===== src/rtl/sr_drv_pkg.sv =====
// Shared types and default parameters for the SR latch driver.
// State encoding plus PULSE_CYC / DEAD_CYC / CNT_W defaults.
package sr_drv_pkg;

  typedef enum logic [1:0] {
    IDLE,
    PULSE,
    DEAD
  } sr_drv_state_t;

  localparam int SR_DRV_PULSE_CYC = 2;
  localparam int SR_DRV_DEAD_CYC  = 1;
  localparam int SR_DRV_CNT_W     = 8;

endpackage


===== src/rtl/sr_drv_sync2.sv =====
// Two-flop synchronizer for the asynchronous latch Q feedback.
// Async active-low reset clears both stages to 0.
module sr_drv_sync2 (
  input  logic clk,
  input  logic rst_n,
  input  logic i_d,
  output logic o_q
);

  logic r_meta;
  logic r_sync;

  always_ff @(posedge clk or negedge rst_n) begin
    if (!rst_n) begin
      r_meta <= 1'b0;
      r_sync <= 1'b0;
    end else begin
      r_meta <= i_d;
      r_sync <= r_meta;
    end
  end

  assign o_q = r_sync;

endmodule


===== src/rtl/sr_latch_driver.sv =====
// Request-to-pulse driver for the SR latch; S and R are never high together.
// Define SR_DRV_CHECK_EN to enable the synchronized q_fb checker (err).
module sr_latch_driver
  import sr_drv_pkg::*;
#(
  parameter int PULSE_CYC = SR_DRV_PULSE_CYC,
  parameter int DEAD_CYC  = SR_DRV_DEAD_CYC,
  parameter int CNT_W     = SR_DRV_CNT_W
) (
  input  logic clk,
  input  logic rst_n,
  input  logic req_valid,
  output logic req_ready,
  input  logic req_set,
  output logic s,
  output logic r,
  output logic busy,
  output logic state_exp,
  input  logic q_fb,
  output logic err
);

  if (PULSE_CYC < 1 || DEAD_CYC < 1) begin : g_bad_cyc
    $error("PULSE_CYC and DEAD_CYC must be >= 1");
  end
  if (PULSE_CYC >= 2**CNT_W || DEAD_CYC >= 2**CNT_W) begin : g_bad_w
    $error("PULSE_CYC/DEAD_CYC do not fit in CNT_W");
  end

  localparam logic [CNT_W-1:0] P_LD = CNT_W'(PULSE_CYC - 1);
  localparam logic [CNT_W-1:0] D_LD = CNT_W'(DEAD_CYC - 1);

  sr_drv_state_t    r_state, w_next;
  logic [CNT_W-1:0] r_cnt, w_cnt;
  logic             r_s, w_s;
  logic             r_r, w_r;
  logic             r_exp, w_exp;
  logic             r_known, w_known;
  logic             r_live;
  logic             w_accept;
  logic             w_last_dead;

  assign req_ready   = r_live && (r_state == IDLE);
  assign w_accept    = req_valid && req_ready;
  assign w_last_dead = (r_state == DEAD) && (r_cnt == '0);

  always_comb begin
    w_next  = r_state;
    w_cnt   = r_cnt;
    w_s     = r_s;
    w_r     = r_r;
    w_exp   = r_exp;
    w_known = r_known;
    case (r_state)
      IDLE: begin
        if (w_accept && !(r_known && (req_set == r_exp))) begin
          w_next  = PULSE;
          w_cnt   = P_LD;
          w_s     = req_set;
          w_r     = ~req_set;
          w_exp   = req_set;
          w_known = 1'b1;
        end
      end
      PULSE: begin
        if (r_cnt == '0) begin
          w_next = DEAD;
          w_cnt  = D_LD;
          w_s    = 1'b0;
          w_r    = 1'b0;
        end else begin
          w_cnt = r_cnt - 1'b1;
        end
      end
      DEAD: begin
        if (r_cnt == '0) begin
          w_next = IDLE;
        end else begin
          w_cnt = r_cnt - 1'b1;
        end
      end
      default: begin
        w_next = IDLE;
        w_cnt  = '0;
        w_s    = 1'b0;
        w_r    = 1'b0;
      end
    endcase
  end

  always_ff @(posedge clk or negedge rst_n) begin
    if (!rst_n) begin
      r_state <= IDLE;
      r_cnt   <= '0;
      r_s     <= 1'b0;
      r_r     <= 1'b0;
      r_exp   <= 1'b0;
      r_known <= 1'b0;
      r_live  <= 1'b0;
    end else begin
      r_state <= w_next;
      r_cnt   <= w_cnt;
      r_s     <= w_s;
      r_r     <= w_r;
      r_exp   <= w_exp;
      r_known <= w_known;
      r_live  <= 1'b1;
    end
  end

  assign s         = r_s;
  assign r         = r_r;
  assign busy      = (r_state != IDLE);
  assign state_exp = r_exp;

`ifdef SR_DRV_CHECK_EN
  logic w_q_sync;
  logic r_err;

  sr_drv_sync2 u_sync (
    .clk   (clk),
    .rst_n (rst_n),
    .i_d   (q_fb),
    .o_q   (w_q_sync)
  );

  always_ff @(posedge clk or negedge rst_n) begin
    if (!rst_n) begin
      r_err <= 1'b0;
    end else if (w_last_dead && (w_q_sync != r_exp)) begin
      r_err <= 1'b1;
    end
  end

  assign err = r_err;
`else
  // q_fb has no consumer when the checker is compiled out
  logic w_unused_q_fb;
  assign w_unused_q_fb = q_fb;
  assign err           = 1'b0;
`endif

endmodule


===== config.mk =====
export PLATFORM = sky130hd
export DESIGN_NAME = sr_latch_driver
export DESIGN_NICKNAME = d
export VERILOG_FILES = /design/src/rtl/sr_drv_pkg.sv /design/src/rtl/sr_drv_sync2.sv /design/src/rtl/sr_latch_driver.sv
export SDC_FILE = /design/constraint.sdc
export NUM_CORES = 1
export LEC_CHECK = 0
export BUFFER_PORTS_ARGS = -buffer_cell sky130_fd_sc_hd__buf_2
export CAP_MARGIN = 20
export CORE_MARGIN = 4
export CORE_UTILIZATION = 40
export CTS_CLUSTER_DIAMETER = 150
export CTS_CLUSTER_SIZE = 30
export DETAILED_ROUTE_END_ITERATION = 8
export HOLD_SLACK_MARGIN = 0.03
export PLACE_DENSITY_LB_ADDON = 0.15
export SYNTH_ARGS = -nofsm -noshare
export SYNTH_HDL_FRONTEND = slang
export SYNTH_SLANG_ARGS = --single-unit

===== constraint.sdc =====
create_clock -name clk -period 3.2 [get_ports clk]
set_clock_uncertainty 0.05 [all_clocks]
set_input_delay 0.16 -clock clk [delete_from_list [all_inputs] [get_ports clk]]
set_output_delay 0.16 -clock clk [all_outputs]
set_load 0.005 [all_outputs]

==> out/metrics.cfg <==
[critical_path]
cp_max_fo = 9
worst-r2r-setup-slack_ns = 1.06
critical-path-top-delay-family = simple AND/OR/NAND/NOR gates
required_ns = 3.33
cp_slowest_cell = or3b_2
path_buf_inv = 1
reg2regPathDepth = 6
start_kind = flip-flop
crit_type = reg -> reg
critPathArrivalTime_ns = 2.27
end_kind = flip-flop
slowest_delay_ns = 0.48
cp_num_cells = 6
cp_cell_sequence = inv_1 -> ha_1 -> or3b_2 -> o21ba_1 -> or2_1 -> a22o_1

[synthesis]
ys_ff_latch = 15
synth_area_sq_um = 890.9
synth_nets = 98
synth_edf_count = 0
yosys_warnings = 0
synthCells = 91
synth_area_per_cell_sq_um = 9.790
synth-seq-area-share_pct = 42.13
async_flop_share_pct = 100.0
synth.distinct_cells = 40
synth-main-ff-cell = dfrtp_1

[final_layout]
layout.cells.non_filler = 126
syn_to_final_growth_pct = 9.270
seq_area_sq_um = 375.4
final_util_pct = 47.67
nets = 107
multi_input_area_sq_um = 460.4
diodes = 0
nFillCells = 203
drive_above_1_share_pct = 16.16

[timing]
rsz0062_at_grt = false
maxSlewHeadroom_pct = 62.27
fmax_mhz = 467.8
worst_slew_pin_slew_ns = 0.5517
worst_slack_ns = 1.062
slew_violations = 0
final.period_utilization_pct = 66.81
finalSetupTns_ns = 0
finalSetupViolCount = 0
fin_hold_ws_ns = 0.09427
hold_viol = 0
period_minus_slack_ns = 2.138

[drt]
avgRoutedWirePerCell_um = 13.48
route.vias.total = 678
ant_nets = 0
drt_iter0_drc = 3
drt_wl_total_mm = 1.699
post_drt_via_cell_ratio = 5.381
drc_errors = 0
dr.pass1.iters = 3

[clock_network]
cts_buffers = 3
clock_path_buffers = 2
clk_pin_slew_ns = 0.10
postCtsSetupRepairBufs = 0
cts_resized = 0
root_buffer = clkbuf_4
ctsHtreeMaxLevel = 1
cts_num_sinks = 15
cts_tree = done
clkLatencyLatePin_ns = 0.28

[min_path]
hp-class = in -> reg
min_path_cells = 2

[global_routing]
overflow = 0
antenna_found_initial = 0
grt_max_degree = 19
grt_pass1_vias = 682
track_usage_pct = 13.86
grt_pass1_wl_mm = 2.980

[place]
dp_hpwl_mm = 1.270
placed_cells = 121
port_buffers = 8
dp_slack_ns = 1.075
place_congestion = 0.8441

[floorplanning]
start_util_pct = 43.63
boundaryPins = 11
core-area_sq_mm = 0.002042
row_count = 16
die_w_um = 55.19
dieHeight_um = 55.19
die_area_sq_mm = 0.003046

[power_and_ir_drop]
peakVddDrop_mv = 0.1978
leakage_nw = 0.4222
power.density_mw_per_mm2 = 316.7

[job]
cap_violations = 0

[outcome]
status = complete, no violations

==> cell families (layout without fill, tap and decap cells) <==
logic type / after synthesis / after routing / synth area share, %
mux: 6 / 6 / 6.882
flops: 15 / 15 / 42.13
other cells: 2 / 2 / 0.8430
compound gates: 28 / 28 / 22.47
fa+ha+maj: 2 / 2 / 2.809
simple gates: 25 / 25 / 16.72
buf+inv: 11 / 19 / 6.181
xor+xnor: 2 / 2 / 1.967
==> layer usage <==
| metal | GRT usage, % | share of wire [%] |
|---|---|---|
| met4 | 4.858 | 0.77 |
| met5 | 0 | 0 |
| met2 | 21.06 | 46 |
| met3 | 3.485 | 2.4 |
| met1 | 18.98 | 51 |
==> worst paths after layout <==
check	from	end
setup reg to reg	r_cnt[0]$_DFFE_PN0P_	r$_DFFE_PN0P_
hold / removal	req_set	s$_DFFE_PN0P_
setup / recovery	r_cnt[0]$_DFFE_PN0P_	r$_DFFE_PN0P_
min in group asynchronous	rst_n	r_cnt[1]$_DFFE_PN0P_
max in group asynchronous	rst_n	r_live$_DFF_PN0_
hold reg to reg	s$_DFFE_PN0P_	s$_DFFE_PN0P_
==> metrics by stage <==
step	power, W	cell area, sq um
floorplan	0.0001965	890.9
global placement	0.0002020	935.9
detailed placement	0.0002020	935.9
CTS	0.0003161	973.4
global route	0.0003254	973.4
finish	0.0003082	973.4
==> power by group <==
group | switching (W) | internal (W) | total [W]
clock network | 0.0000631 | 0.0000463 | 0.000109
logic | 0.00000562 | 0.00000293 | 0.00000855
registers | 0.000000222 | 0.000190 | 0.000190
total | 0.0000689 | 0.000239 | 0.000308
==> placed cells by master (no fill, tap or decap), types with 2 or more instances in the layout <==
master and count:
o22ai_1 2, a21oi_1 3, nand2b_1 4, o21ai_0 4, nor2_1 5, o21bai_1 4, inv_1 5, a2111oi_0 2
clkbuf_4 3, a211o_1 2, nand3_1 3, ha_1 2, xor2_1 2, dfrtp_1 15, o31ai_1 2, buf_2 8
nand2_1 2, and3b_1 2, mux2i_1 5, conb_1 2, a22o_1 2
==> area by class of cell <==
type	count	share of cell area, %
clock inverters	1	0.5141
well taps	27	3.470
clock buffers	3	2.314
inverters	5	1.928
multi-input cells	65	47.30
flip-flops and latches	15	38.56
repair buffers	10	5.913
==> synthesized netlist by cell type (2+ instances only) <==
cell type | n | area [sq um]
o21ai_0 | 4 | 20.02
a21oi_1 | 3 | 15.01
o22ai_1 | 2 | 12.51
nor2_1 | 5 | 18.77
o31ai_1 | 2 | 15.01
dfrtp_1 | 15 | 375.4
and3b_1 | 2 | 17.52
clkbuf_1 | 2 | 7.510
nand2b_1 | 4 | 25.02
mux2i_1 | 5 | 50.05
nand3_1 | 3 | 15.01
inv_1 | 5 | 18.77
a211o_1 | 2 | 17.52
xor2_1 | 2 | 17.52
ha_1 | 2 | 25.02
conb_1 | 2 | 7.510
a22o_1 | 2 | 17.52
nand2_1 | 2 | 7.510
buf_2 | 2 | 10.01
o21bai_1 | 4 | 30.03
a2111oi_0 | 2 | 17.52
==> state kept, by name, summed over array words and instances, names as in the netlist <==
register,flops
r_cnt,8
state_exp,1
r,1
r_state,2
r_live,1
s,1
r_known,1
==> timing repair <==
item / in CTS / in global routing
endpoints found under the hold margin: 15 / 0
setup endpoints to repair: 0 / 0
hold buffers: 1 / 0
Power figures use the tool's default switching activity.
